$ cat src/rtl/bcd_down_counter_99_0_pkg.sv
// Shared constants and BCD helpers for the two-digit BCD counters.
// Pure definitions: no state, no timing, no handshakes.
package bcd_down_counter_99_0_pkg;

  localparam int unsigned DIGIT_W = 4;
  localparam int unsigned BIN_W   = 7;
  localparam logic [DIGIT_W-1:0] BCD_MAX = 4'd9;

  // tens*10 + ones built from shifts so no multiplier is inferred
  function automatic logic [BIN_W-1:0] bcd2bin(input logic [DIGIT_W-1:0] tens,
                                               input logic [DIGIT_W-1:0] ones);
    logic [BIN_W-1:0] t;
    logic [BIN_W-1:0] o;
    t = BIN_W'(tens);
    o = BIN_W'(ones);
    return (t << 3) + (t << 1) + o;
  endfunction

endpackage

$ cat src/rtl/bcd_digit_dec.sv
// Single BCD digit decrementer: 0 wraps to 9 and raises borrow_out.
// Purely combinational, zero latency; no flow control.
module bcd_digit_dec
  import bcd_down_counter_99_0_pkg::*;
(
  input  logic [DIGIT_W-1:0] digit_dat,
  input  logic               dec_req,
  output logic [DIGIT_W-1:0] next_dat,
  output logic               borrow_out
);

  always_comb begin
    next_dat   = digit_dat;
    borrow_out = 1'b0;
    if (dec_req) begin
      if (digit_dat == '0) begin
        next_dat   = BCD_MAX;
        borrow_out = 1'b1;
      end else begin
        next_dat = digit_dat - 4'd1;
      end
    end
  end

endmodule

$ cat src/rtl/bcd_down_counter_99_0.sv
// Two-digit BCD down-counter 99..00 with load, prescaler, wrap/hold and binary mirror.
// All outputs registered, one edge after load/tick; en only stalls the prescaler, no backpressure.
module bcd_down_counter_99_0
  import bcd_down_counter_99_0_pkg::*;
#(
  parameter int unsigned RESET_TENS = 9,
  parameter int unsigned RESET_ONES = 9,
  parameter bit          WRAP       = 1'b1,
  parameter int unsigned TICK_DIV   = 1
) (
  input  logic               clk,
  input  logic               rst,
  input  logic               en,
  input  logic               load,
  input  logic [DIGIT_W-1:0] load_tens,
  input  logic [DIGIT_W-1:0] load_ones,
  output logic [DIGIT_W-1:0] tens,
  output logic [DIGIT_W-1:0] ones,
  output logic [BIN_W-1:0]   value_bin,
  output logic               zero,
  output logic               borrow,
  output logic               load_err
);

  localparam logic [DIGIT_W-1:0] RST_TENS  = 4'(RESET_TENS);
  localparam logic [DIGIT_W-1:0] RST_ONES  = 4'(RESET_ONES);
  localparam logic [BIN_W-1:0]   RST_BIN   = bcd2bin(RST_TENS, RST_ONES);
  localparam logic               RST_ZERO  = (RESET_TENS == 0) && (RESET_ONES == 0);
  localparam logic [7:0]         TICK_LAST = 8'(TICK_DIV - 1);

  logic [DIGIT_W-1:0] tens_q, tens_d;
  logic [DIGIT_W-1:0] ones_q, ones_d;
  logic [BIN_W-1:0]   bin_q, bin_d;
  logic               zero_q, zero_d;
  logic               borrow_q, borrow_d;
  logic               load_err_q, load_err_d;
  logic [7:0]         presc_q, presc_d;

  logic               tick;
  logic               load_ok;
  logic               digits_bad;
  logic [DIGIT_W-1:0] ones_nxt, tens_nxt;
  logic               ones_bo, tens_bo;

  assign tick       = en && (presc_q == TICK_LAST);
  assign load_ok    = (load_tens <= BCD_MAX) && (load_ones <= BCD_MAX);
  assign digits_bad = (tens_q > BCD_MAX) || (ones_q > BCD_MAX);

  bcd_digit_dec u_ones_dec (
    .digit_dat  (ones_q),
    .dec_req    (tick),
    .next_dat   (ones_nxt),
    .borrow_out (ones_bo)
  );

  // tens only moves when the ones digit rolls 0 -> 9
  bcd_digit_dec u_tens_dec (
    .digit_dat  (tens_q),
    .dec_req    (ones_bo),
    .next_dat   (tens_nxt),
    .borrow_out (tens_bo)
  );

  always_comb begin
    tens_d     = tens_q;
    ones_d     = ones_q;
    presc_d    = presc_q;
    borrow_d   = 1'b0;
    load_err_d = 1'b0;
    if (load) begin
      if (load_ok) begin
        tens_d  = load_tens;
        ones_d  = load_ones;
        presc_d = '0;
      end else begin
        load_err_d = 1'b1;
      end
    end else if (tick) begin
      presc_d = '0;
      if (digits_bad) begin
        tens_d = BCD_MAX;
        ones_d = BCD_MAX;
      end else begin
        tens_d   = tens_nxt;
        ones_d   = ones_nxt;
        borrow_d = tens_bo;
        // tens borrow means the count was 00; without wrap it sticks there
        if (tens_bo && !WRAP) begin
          tens_d = '0;
          ones_d = '0;
        end
      end
    end else if (en) begin
      presc_d = presc_q + 8'd1;
    end
    bin_d  = bcd2bin(tens_d, ones_d);
    zero_d = (tens_d == '0) && (ones_d == '0);
  end

  always_ff @(posedge clk or posedge rst) begin
    if (rst) begin
      tens_q     <= RST_TENS;
      ones_q     <= RST_ONES;
      bin_q      <= RST_BIN;
      zero_q     <= RST_ZERO;
      borrow_q   <= 1'b0;
      load_err_q <= 1'b0;
      presc_q    <= '0;
    end else begin
      tens_q     <= tens_d;
      ones_q     <= ones_d;
      bin_q      <= bin_d;
      zero_q     <= zero_d;
      borrow_q   <= borrow_d;
      load_err_q <= load_err_d;
      presc_q    <= presc_d;
    end
  end

  assign tens      = tens_q;
  assign ones      = ones_q;
  assign value_bin = bin_q;
  assign zero      = zero_q;
  assign borrow    = borrow_q;
  assign load_err  = load_err_q;

endmodule
$ cat config.mk
export PLATFORM = sky130hd
export DESIGN_NAME = bcd_down_counter_99_0
export DESIGN_NICKNAME = d
export VERILOG_FILES = /design/src/rtl/bcd_down_counter_99_0_pkg.sv /design/src/rtl/bcd_digit_dec.sv /design/src/rtl/bcd_down_counter_99_0.sv
export SDC_FILE = /design/constraint.sdc
export NUM_CORES = 1
export LEC_CHECK = 0
export ABC_AREA = 1
export CORE_ASPECT_RATIO = 0.7
export CORE_MARGIN = 5
export CORE_UTILIZATION = 40
export CTS_BUF_LIST = sky130_fd_sc_hd__clkbuf_4 sky130_fd_sc_hd__clkbuf_8 sky130_fd_sc_hd__clkbuf_16
export DETAILED_ROUTE_END_ITERATION = 7
export PLACE_DENSITY_LB_ADDON = 0.08
export SETUP_SLACK_MARGIN = 0.1
export SLEW_MARGIN = 20
export SYNTH_ARGS = -nofsm -noshare
export SYNTH_HDL_FRONTEND = slang
export SYNTH_SLANG_ARGS = --single-unit
$ cat constraint.sdc
create_clock -name clk -period 2.9 [get_ports clk]
set_input_delay 0.725 -clock clk [delete_from_list [all_inputs] [get_ports clk]]
set_output_delay 0.725 -clock clk [all_outputs]
set_load 0.05 [all_outputs]
; Word level (Yosys, flattened, before mapping)
; Index checks and enable logic that the tools add are counted.
[classes]
magnitude_cmp = 4
muxes = 24
eq_ne = 1
reduce_logical = 11
addsub = 5
[op_table]
columns = cell, n
row1 = $mux 4, 11
row2 = $mux 8, 4
row3 = $logic_not 4->1, 4
row4 = $mux 1, 9
row5 = $add 8x1->8 const B, 1
row6 = $gt 4x4->1 const B, 2
row7 = $le 4x4->1 const B, 2
row8 = $logic_not 8->1, 1
row9 = $sub 4x1->4 const B, 2
row10 = $add 7x4->7, 1
row11 = $add 7x5->7, 1
row12 = $logic_and 1x1->1, 3
row13 = $reduce_bool 3->1, 1
row14 = $ne 2x1->1 const B, 1
row15 = $reduce_and 2->1, 1
row16 = $logic_or 1x1->1, 1
[totals]
input_bits = 12
output_inout_bits = 18
register_bits = 26

; Logic depth before layout (Yosys ltp)
; Gate-level depths: netlist (run 1).
[depth]
word_depth = 9
mapped_depth = 23
depth_no_buf = 23

; Cells and area by module
; Synthesis (run 1) repeated with hierarchy kept, for this count alone.
[unflattened]
hier_cells = 256
hier_area_um2 = 1879.3
[modules_own_cells]
columns = module, area_per_inst_um2, instances, seq_area_each_um2, cells_each
row1 = bcd_down_counter_99_0, 1704.1, 1, 634.4, 222
row2 = bcd_digit_dec, 87.6, 2, 0.0, 17

; Worst setup path after synthesis (run 1)
; OpenSTA, ideal clock, no wires.
[synth_path]
path_type = register to register
startpoint = register, netlist name value_bin[0]
endpoint = register bin_q[6], in the netlist value_bin[6]
required_ns = 2.825
stages_incl_launch_ff = 21
t_arrival_ns = 3.076
setup_slack_ns = -0.250
cell_sequence = dfstp_2 -> inv_1 -> ha_1 -> nand2_2 -> nand3_1 -> nand2_1 -> nand2_4 -> inv_1 -> nor2_1 -> nand2_1 -> nand2_1 -> nand2_1 -> nand2_1 -> nand2_1 -> inv_1 -> ha_1 -> fa_1 -> nand2_1 -> nand2_1 -> a21oi_1 -> xor2_1
[synth_lines]
columns = element, line
row1 = end signal: assignment, bcd_down_counter_99_0.sv:112  ; bin_q <= bin_d;
row2 = end: declaration, bcd_down_counter_99_0.sv:33  ; logic [BIN_W-1:0] bin_q, bin_d;

; Final worst setup path (run 1)
[layout_path]
startpoint = input port en
endpoint = register bin_q[6], in the netlist value_bin[6]
[layout_via]
elab_chain_cells = 8
elab_cells_between_ends = 10
classes_between = add/sub (2) / mux (7) / reduce/logical (1)
[layout_rtl]
columns = element, line
row1 = start: declaration, bcd_down_counter_99_0.sv:13  ; input logic en,
row2 = $logic_and 1x1->1 *, bcd_down_counter_99_0.sv:45  ; assign tick = en && (presc_q == TICK_LAST);
row3 = $mux 1, bcd_digit_dec.sv:15  ; if (dec_req) begin
row4 = $mux 4, bcd_digit_dec.sv:15
row5 = $mux 4, bcd_down_counter_99_0.sv:80  ; if (digits_bad) begin
row6 = $mux 4 *, bcd_down_counter_99_0.sv:78  ; end else if (tick) begin
row7 = $mux 4 *, bcd_down_counter_99_0.sv:70  ; if (load) begin
row8 = named net tens_d[1], bcd_down_counter_99_0.sv:31  ; logic [DIGIT_W-1:0] tens_q, tens_d;
row9 = $add 7x5->7 *, bcd_down_counter_99_0_pkg.sv:16  ; return (t << 3) + (t << 1) + o;
row10 = $add 7x4->7 *, bcd_down_counter_99_0_pkg.sv:16
row11 = named net bin_d[6], bcd_down_counter_99_0.sv:33
; The timed path passes the listed nets; every way through them passes the cells marked *.
; A chain may end at the register's enable or synchronous reset.

==> impl_results.md, run 1 <==
- Port bufs: 29
- Detail Placement HPWL: 3650 um
- Crit path capture type: register
- Fmax: 0.371 GHz
- Cell taking the most area after synthesis: dfrtp_1
- Die W: 88.8 um
- Worst slew pin tran: 0.509 ns
- Combinational Power Share: 63.9%
- Pre-CTS setup slack: -0.467 ns
- Die H: 65.2 um
- Rows: 20
- Synth cell types: 30
- Inserted Clock Buffers: 3
- Pre-antenna DRT Iters: 5
- Sw frac: 46.5%
- Max-slew violations: 0
- Clk_lat worst skew: 0.28 ns
- Tmin final: 2.70 ns
- Int Pwr: 1110 uW
- Fin Setup TNS: 0 ns
- Initial Util: 40.7%
- Max Clock Skew: 0.00584 ns
- HP Class: reg2reg
- Number of fill cells: 378
- Core Region: 4280 sq um
- Synth Register Bits: 25
- Number of diodes: 0
- Utilization after layout: 62.7%
- ANT nets after route: 0
- Crit path DAT: 2.91 ns
- Post-synth top area share: 25.9%
- Run status: complete, no violations
- Overflow after GRT: 0
- Io pins: 30
- Wire length on met1: 2510 um
- # nets final: 344
- Share of cells above drive strength 1: 36.2%
- CTS Hold Buffers Added: 0
- Final setup viols: 0
- Worst vdd ir: 533 uV
- CTS tree: yes
- PwrDens: 775 nW/um^2
- Async S/R FF share, synth: 100%
- Synth Instances: 233
- Final setup margin: 0.204 ns
- Met2 Wirelength: 1990 um
- Routed wire per std cell: 12.9 um
- Clock slew at reported path FFs: 0.10 ns
- Yosys warnings: 0
- Most frequent cell after synthesis: nand2_1
- Commonest cells post-synth: nand2_1, inv_1, nor2_1, nand3_1, dfrtp_1
- Seq pwr share: 25.3%
- CP Max Fanout: 4
- RePlAce Congestion: 0.923
- Routed WL: 4810 um
- Seq/Total Area, Yosys: 36.4%
- First DRT Iteration DRCs: 126
- CTS sink count: 25
- Synth area leaders: dfrtp_1, nand2_1, dfstp_2, ha_1, inv_1
- Switching power: 969 uW
- Highest Signal Layer: met4
- Post-synth EDFFs: 0
- Die ar.: 5790 sq um
- Met3 WL post-DR: 264 um
- Max_cap viols: 0
- Mean Syn Cell Area: 7.47 sq um
- Slew Limit Headroom: 66.0%
- Via count: 1764
- First-pass GRT wire length: 8140 um
- Period utilisation layout: 93.0%
- Req. time, crit path: 3.11 ns
- Commonest register cell after synthesis: dfrtp_1
- All-Layer GR Usage: 18.3%
- RSZ-0062 raised after global routing: true
- Largest net degree at the start of global routing: 26
- Critical Path Source Type: input pin
- Vias per inst: 4.73
- Initial antenna violation count: 0
- Clock network power share: 10.8%
- P&R area growth vs syn: 54.3%
- Post-Syn Nets: 258
- H-tree lvl count: 1
- Max clock buf depth: 2
- Critical path class: in2reg
- Static Leakage: 0.00134 uW
- DRC Markers: 0
- Netlist Area Pre-Place: 1740 sq um
- Vias in the first global route: 1740
- Fin. Hold Viols: 0
- CTS root buf: clkbuf_8
metal layers:
layer	up-vias	global-route usage (%)
li1	911	-
met1	796	27.2
met2	51	26.4
met3	6	3.63
met4	0	5.47
met5	-	0
metrics by stage:
| stage | instance area (sq um) | total power (uW) | hold slack [ns] | instances |
|---|---|---|---|---|
| after global routing | 2690 | 2240 | 0.570 | 373 |
| final | 2690 | 2080 | 0.530 | 373 |
| after global placement | 2420 | 1680 | 0.504 | 353 |
| after detailed placement | 2420 | 1690 | 0.513 | 353 |
| after CTS | 2570 | 2010 | 0.536 | 362 |
| after floorplan | 1790 | 1270 | 0.486 | 233 |
timing repair:
item | 4_1_cts | 5_1_grt
pin swaps | 15 | 10
endpoints found under the setup margin | 4 | 3
buffers inserted | 4 | 11
hold endpoints to repair | 0 | 0
gates resized for setup | 25 | 11
cloned | 1 | 0
layout by cell type, fill, tap and decap left out, types with 2 or more instances in the layout:
cell	Yosys	routed
inv_2	2	4
inv_1	36	32
dfstp_2	7	7
dlygate4sd2_1	0	8
clkdlybuf4s50_1	0	21
nand3_2	1	2
a21oi_2	0	3
ha_1	12	6
o21ai_2	4	6
nand2_1	55	47
nor2_1	24	24
inv_4	0	2
nand4_1	3	3
clkbuf_8	0	3
ha_4	0	5
nor3_1	3	3
o21ai_1	3	2
a21oi_1	12	9
nand3_1	19	17
nand4_2	2	2
clkinv_2	1	2
o21ai_0	9	8
nand2_2	5	10
buf_4	1	52
nor2_2	2	2
xor2_1	3	3
nand2_4	2	5
nor2_4	2	3
dfrtp_1	18	17
power groups by stage:
stage	Combinational, uW	Sequential (uW)	Clock, uW
after detailed placement	1160	529	0
after global routing	1450	538	254
final	1330	526	225
after floorplan	483	787	0
after CTS	1260	523	235
after global placement	1160	529	0
state kept, by name, indices dropped and copies added, names as in the netlist:
| name | count |
|---|---|
| ones | 3 |
| zero | 1 |
| value_bin | 7 |
| borrow | 1 |
| tens | 4 |
| load_err | 1 |
| presc_q | 8 |
worst max-delay path, cell delays in order:
cell and delay [ns]:
dlygate4sd2_1 0.25, nand2_2 0.09, clkinv_2 0.07, nand2_4 0.10, nor2_4 0.05, buf_4 0.14
nor2_4 0.08, nand2_1 0.05, nand2_1 0.06, inv_1 0.04, nand2_2 0.08, ha_4 0.21
ha_4 0.17, fa_2 0.39, nand2_1 0.06, nand2_1 0.05, a21oi_2 0.12, xor2_1 0.16
cell type report:
class                      count  area [sq um]  share of cell area, %
clock buffer                   3          41.3                   1.54
clock inverter                 1          7.51                  0.280
inverter                      40           158                   5.87
multi-input combinational    167          1090                   40.7
sequential                    25           636                   23.7
tap                           55          68.8                   2.56
timing repair buffer          82           682                   25.4
worst paths after layout:
path,start,to,slack (ns),depth (start not counted)
max,en,value_bin[6],0.20,18
min,presc_q[3],presc_q[3],0.53,1
max in group asynchronous,rst,ones[3],1.81,3
min in group asynchronous,rst,presc_q[1],0.79,3
max reg2reg,value_bin[0],value_bin[6],0.21,17
min reg2reg,presc_q[3],presc_q[3],0.53,1
cells by family after synthesis:
logic type | after synthesis | share of synthesized area (%)
AOI/OAI and AO/OA | 30 | 9.78
and+or+nand+nor | 120 | 33.1
buffers and inverters | 42 | 9.42
xor gates and xnor gates | 3 | 1.51
DFF | 25 | 36.4
adders and majority gates | 13 | 9.78
No activity file was read; power rests on OpenSTA's default activity.
==> inputs of run 2 (changes only) <==
SKIP_CTS_REPAIR_TIMING = 1   (was unset)
==> run 2 against run 1 <==
Global-route usage is 0.58 points lower. Sequential share of layout area is 0.96 points lower. Hold slack got worse by 0.00090 ns. Core utilization grew 2.7 points. Critical endpoint unchanged. Critical path depth is 2 higher. Maximum frequency is 2.5% lower. Clock skew shrank 0.0037 ns.
==> impl_results.md, run 2 (same netlist as run 1, synthesis figures left out) <==
- Run status: complete, no violations (unchanged)
- Cell Chain, Critical Path: inv_4 -> ha_4 -> nand2_4 -> nand3_4 -> nand2_4 -> nand2_4 -> inv_2 -> nor2_1 -> nand2_1 -> nand2_2 -> nand2_2 -> nand2_2 -> nand2_2 -> inv_2 -> ha_4 -> fa_2 -> nand2_1 -> nand2_1 -> a21oi_2 -> xor2_1 (was dlygate4sd2_1 -> nand2_2 -> clkinv_2 -> nand2_4 -> nor2_4 -> buf_4 -> nor2_4 -> nand2_1 -> nand2_1 -> inv_1 -> nand2_2 -> ha_4 -> ha_4 -> fa_2 -> nand2_1 -> nand2_1 -> a21oi_2 -> xor2_1)
- Rows: 20 (unchanged)
- Finished Cell Area: 2800 sq um (was 2690 sq um)
- DP Area: 2420 sq um (unchanged)
- Tmin final: 2.76 ns (was 2.70 ns)
- CP Max Fanout: 5 (was 4)
- Max Clock Skew: 0.00210 ns (was 0.00584 ns)
- Routed wire per std cell: 13.5 um (was 12.9 um)
- CTS root buf: clkbuf_8 (unchanged)
- Clock network power share: 10.5% (was 10.8%)
- Req. time, crit path: 3.11 ns (about the same)
- HP Class: reg2reg (unchanged)
- Io pins: 30 (unchanged)
- Final setup viols: 0 (unchanged)
- Routed WL: 5110 um (was 4810 um)
- Commonest cells after routing, fill and taps aside: buf_4, nand2_1, inv_1, nor2_1, clkdlybuf4s50_1 (unchanged)
- Worst vdd ir: 533 uV (about the same)
- H-tree lvl count: 1 (unchanged)
- All-Layer GR Usage: 17.7% (was 18.3%)
- Max-slew violations: 0 (unchanged)
- Static Leakage: 0.00143 uW (was 0.00134 uW)
- # nets final: 350 (was 344)
- Die H: 65.2 um (unchanged)
- CTS tree: yes (unchanged)
- Via count: 1813 (was 1764)
- Seq pwr share: 24.7% (was 25.3%)
- Initial antenna violation count: 0 (unchanged)
- Switching power: 995 uW (was 969 uW)
- Setup slack, reg-to-reg: 0.14 ns (was 0.21 ns)
- Inserted Clock Buffers: 3 (unchanged)
- Largest net degree at the start of global routing: 26 (unchanged)
- Top reg by flops: presc_q (unchanged)
- Vias per inst: 4.78 (was 4.73)
- Detail Placement HPWL: 3650 um (unchanged)
- Sw frac: 46.5% (about the same)
- RePlAce Congestion: 0.923 (unchanged)
- Combinational Power Share: 64.7% (was 63.9%)
- Worst slew pin tran: 0.509 ns (about the same)
- Crit path DAT: 2.98 ns (was 2.91 ns)
- Max clock buf depth: 2 (unchanged)
- Commonest non-fill, non-tap cell in the layout: buf_4 (unchanged)
- Max reg flops: 8 (unchanged)
- Fin Setup TNS: 0 ns (unchanged)
- Crit path capture type: register (unchanged)
- Critical path class: reg2reg (was in2reg)
- Most frequent CP cell: nand2_2 (was nand2_1)
- CTS sink count: 25 (unchanged)
- Pre-antenna DRT Iters: 4 (was 5)
- Slew Limit Headroom: 66.0% (unchanged)
- Int Pwr: 1140 uW (was 1110 uW)
- ANT nets after route: 0 (unchanged)
- RSZ-0062 raised after global routing: true (unchanged)
- Vias in the first global route: 1666 (was 1740)
- Die W: 88.8 um (unchanged)
- Number of fill cells: 371 (was 378)
- Crit-path slowest cell: dfstp_2 (was fa_2)
- Clk_lat worst skew: 0.28 ns (about the same)
- DRC Markers: 0 (unchanged)
- CP peak stage delay: 0.62 ns (was 0.39 ns)
- Clock slew at reported path FFs: 0.10 ns (about the same)
- Critical Path Source Type: register (was input pin)
- Core Region: 4280 sq um (unchanged)
- Number of diodes: 0 (unchanged)
- Die ar.: 5790 sq um (unchanged)
- Max_cap viols: 0 (unchanged)
- Initial Util: 40.7% (unchanged)
- P&R area growth vs syn: 60.8% (was 54.3%)
- Fmax: 0.362 GHz (was 0.371 GHz)
- Share of cells above drive strength 1: 40.1% (was 36.2%)
- First DRT Iteration DRCs: 151 (was 126)
- Period utilisation layout: 95.3% (was 93.0%)
- PwrDens: 764 nW/um^2 (was 775 nW/um^2)
- Overflow after GRT: 0 (unchanged)
- Utilization after layout: 65.4% (was 62.7%)
- First-pass GRT wire length: 7890 um (was 8140 um)
- Fin. Hold Viols: 0 (unchanged)
- Total power: 2140 uW (was 2080 uW)
- Port bufs: 29 (unchanged)
- WHS: 0.529 ns (was 0.530 ns)
[run 2: cell types whose count changed in the layout (fill, tap and decap cells not counted), sizes merged]
| cell | before | now |
|---|---|---|
| inv | 38 | 39 |
| dlygate4sd2 | 8 | 0 |
| buf | 53 | 59 |
| dlymetal6s2s | 0 | 8 |
| clkinv | 2 | 1 |
[run 2: metrics by stage]
stage	setup slack, ns	std cells
2_1_floorplan	0.0857	233
3_3_place_gp	-0.438	353
3_5_place_dp	-0.467	353
4_1_cts	-0.184	357
5_1_grt	0.0256	379
6_report	0.136	379
[run 2: power groups by stage]
| stage | registers (uW) | logic, uW | clock network [uW] |
|---|---|---|---|
| 2_1_floorplan | 787 | 483 | 0 |
| 3_3_place_gp | 529 | 1160 | 0 |
| 3_5_place_dp | 529 | 1160 | 0 |
| 4_1_cts | 523 | 1170 | 235 |
| 5_1_grt | 540 | 1500 | 254 |
| 6_report | 529 | 1380 | 225 |
[run 2: final cells by class]
cell class	count	area, sq um	share of cell area [%]
clock buffers	3	41.3	1.48
well taps	55	68.8	2.46
clock inverters	1	7.51	0.268
flip-flops and latches	25	636	22.7
inverters	40	159	5.68
multi-input cells	167	1130	40.4
repair buffers	88	757	27.0
[run 2: layer usage]
layer  wire length, um  track usage, %  vias to the layer above
met5                 0               0                        -
met4                36            3.40                        0
met3               347            3.38                        6
met2              2150            26.7                       62
met1              2570            26.3                      824
li1                  -               -                      921
[run 2: final timing paths]
check	startpoint	to	cells after the start
hold / removal	presc_q[3]	presc_q[3]	1
min in group asynchronous	rst	presc_q[1]	3
max in group asynchronous	rst	value_bin[0]	3
hold reg to reg	presc_q[3]	presc_q[3]	1
setup reg to reg	value_bin[0]	value_bin[6]	20
setup / recovery	value_bin[0]	value_bin[6]	20
[run 2: critical path, delay by kind of cell (launching register included)]
family,cells,cell delay [ns]
buf+inv,3,0.14
simple gates,12,0.90
fa+ha+maj,3,0.72
xor+xnor,1,0.16
flops,1,0.62
compound gates,1,0.14
==> inputs of run 3 (changes only) <==
SETUP_SLACK_MARGIN = 0.3   (was 0.1)
==> run 3 against run 2 <==
Global-route usage fell by 0.42 points. Final cell count is 2.1% lower. Combinational power barely moved. Critical endpoint unchanged. Largest power group unchanged. Highest routed layer unchanged. Clock-buffer cell count stayed put.
==> impl_results.md, run 3 (same netlist as run 1, synthesis figures left out) <==
- Number of diodes: 0 (unchanged)
- Commonest cells after routing, fill and taps aside: buf_4, nand2_1, inv_1, nor2_1, clkdlybuf4s50_1 (unchanged)
- Routed wire per std cell: 13.8 um (was 13.5 um)
- DP Area: 2420 sq um (unchanged)
- Worst R2R Start: presc_q[1] (was value_bin[0])
- Storage cell area: 636 sq um (unchanged)
- # nets final: 342 (was 350)
- Routed WL: 5110 um (about the same)
- Final setup viols: 0 (unchanged)
- Clock slew at reported path FFs: 0.10 ns (about the same)
- Largest net degree at the start of global routing: 26 (unchanged)
- Die W: 88.8 um (unchanged)
- Die ar.: 5790 sq um (unchanged)
- Reg2reg end: value_bin[6] (unchanged)
- Initial antenna violation count: 0 (unchanged)
- Critical path class: reg2reg (unchanged)
- Worst Hold Endpoint: presc_q[3] (unchanged)
- Via count: 1831 (was 1813)
- First-pass GRT wire length: 7780 um (was 7890 um)
- Die H: 65.2 um (unchanged)
- RSZ-0062 raised after global routing: true (unchanged)
- Req. time, crit path: 3.11 ns (about the same)
- Max_cap viols: 0 (unchanged)
- Fin. Hold Viols: 0 (unchanged)
- ANT nets after route: 0 (unchanged)
- Crit path DAT: 3.02 ns (was 2.98 ns)
- CP Max Fanout: 3 (was 5)
- PwrDens: 778 nW/um^2 (was 764 nW/um^2)
- Worst vdd ir: 491 uV (was 533 uV)
- Vias per inst: 4.94 (was 4.78)
- WHS: 0.546 ns (was 0.529 ns)
- Initial Util: 40.7% (unchanged)
- Vias in the first global route: 1675 (was 1666)
- First DRT Iteration DRCs: 115 (was 151)
- Port bufs: 29 (unchanged)
- CP startpoint: presc_q[1] (was value_bin[0])
- Fmax: 0.356 GHz (was 0.362 GHz)
- Detail Placement HPWL: 3660 um (was 3650 um)
- RePlAce Congestion: 0.850 (was 0.923)
- Io pins: 30 (unchanged)
- Clk_lat worst skew: 0.28 ns (about the same)
- Final setup margin: 0.0889 ns (was 0.136 ns)
- Max reg flops: 8 (unchanged)
- Setup slack, reg-to-reg: 0.09 ns (was 0.14 ns)
- Core Region: 4280 sq um (unchanged)
- Fin Setup TNS: 0 ns (unchanged)
- Crit path capture type: register (unchanged)
- Number of fill cells: 359 (was 371)
- Tmin final: 2.81 ns (was 2.76 ns)
- Overflow after GRT: 0 (unchanged)
- CTS sink count: 25 (unchanged)
- DRC Markers: 0 (unchanged)
- Critical Path Source Type: register (unchanged)
- Slew Limit Headroom: 66.2% (was 66.0%)
- Max-slew violations: 0 (unchanged)
- Hold path cells: 1 (unchanged)
- Period utilisation layout: 96.9% (was 95.3%)
- Commonest non-fill, non-tap cell in the layout: buf_4 (unchanged)
- HP Class: reg2reg (unchanged)
- H-tree lvl count: 1 (unchanged)
- CTS tree: yes (unchanged)
- Reg2Reg Depth: 22 (was 20)
- Worst slew pin tran: 0.505 ns (was 0.509 ns)
- Finished Cell Area: 2770 sq um (was 2800 sq um)
- Pre-antenna DRT Iters: 5 (was 4)
- Rows: 20 (unchanged)
- Share of cells above drive strength 1: 39.2% (was 40.1%)
- Run status: complete, no violations (unchanged)
- Top reg by flops: presc_q (unchanged)
- All-Layer GR Usage: 17.3% (was 17.7%)
- Inserted Clock Buffers: 3 (unchanged)
- CTS root buf: clkbuf_8 (unchanged)
- P&R area growth vs syn: 59.2% (was 60.8%)
- Pre-CTS setup slack: -0.418 ns (was -0.467 ns)
- Max Clock Skew: 0.00561 ns (was 0.00210 ns)
- Utilization after layout: 64.8% (was 65.4%)
- Multi-input logic area: 1140 sq um (was 1130 sq um)
- Min-delay src: presc_q[3] (unchanged)
- Max clock buf depth: 2 (unchanged)
- Static Leakage: 0.00141 uW (was 0.00143 uW)
-- run 3: cell types whose count changed in the layout (fill, tap and decap cells not counted), moves of 2 or more --
cell / before / now
inv_4: 3 / 1
buf_4: 58 / 48
buf_6: 1 / 3
inv_2: 9 / 11
-- run 3: how the worst max path moves through the flow --
stage | cells after the start | slack, ns | endpoint
6_report | 22 | 0.09 | value_bin[6]
2_1_floorplan | 20 | 0.09 | value_bin[6]
3_3_place_gp | 17 | -0.37 | value_bin[6]
5_1_grt | 22 | -0.11 | value_bin[6]
4_1_cts | 17 | -0.11 | value_bin[6]
3_5_place_dp | 17 | -0.42 | value_bin[6]
-- run 3: cell type report --
type / count / area share, %
tap: 55 / 2.48
inverter: 40 / 5.55
multi-input combinational: 166 / 41.1
clock inverter: 1 / 0.316
clock buffer: 3 / 1.49
timing repair buffer: 81 / 26.1
sequential: 25 / 22.9
-- run 3: metal layers --
layer	vias to the layer above	global-route usage, %	routed length [um]
met5	-	0	0
met4	0	4.15	68
met3	8	3.76	316
met2	51	25.0	2260
met1	864	26.0	2470
li1	908	-	-
-- run 3: worst max-delay path: stages, from the launching register on --
cell and delay (ns):
dfrtp_1 0.43, inv_2 0.10, ha_4 0.14, nand2_4 0.05, inv_2 0.07, nand2_4 0.07, nor2_8 0.15, buf_12 0.12
nand4_1 0.08, nand2_1 0.08, nand2_1 0.05, nand2_1 0.08, nand2_2 0.08, nand2_2 0.08, nand2_2 0.06, nand2_2 0.07
inv_2 0.04, ha_4 0.21, fa_2 0.34, nand2_1 0.08, nand2_1 0.06, a21oi_2 0.14, xor2_1 0.16
-- run 3: stage by stage --
step                total power, uW  instances
detailed placement             1710        351
global route                   2300        371
floorplan                      1290        233
global placement               1710        351
finish                         2160        371
CTS                            1950        355
-- run 3: where the power goes --
group	switching (uW)	internal, uW	total [uW]
Combinational	801	594	1400
Sequential	69.0	459	528
Clock	131	101	232
Total	1000	1150	2160
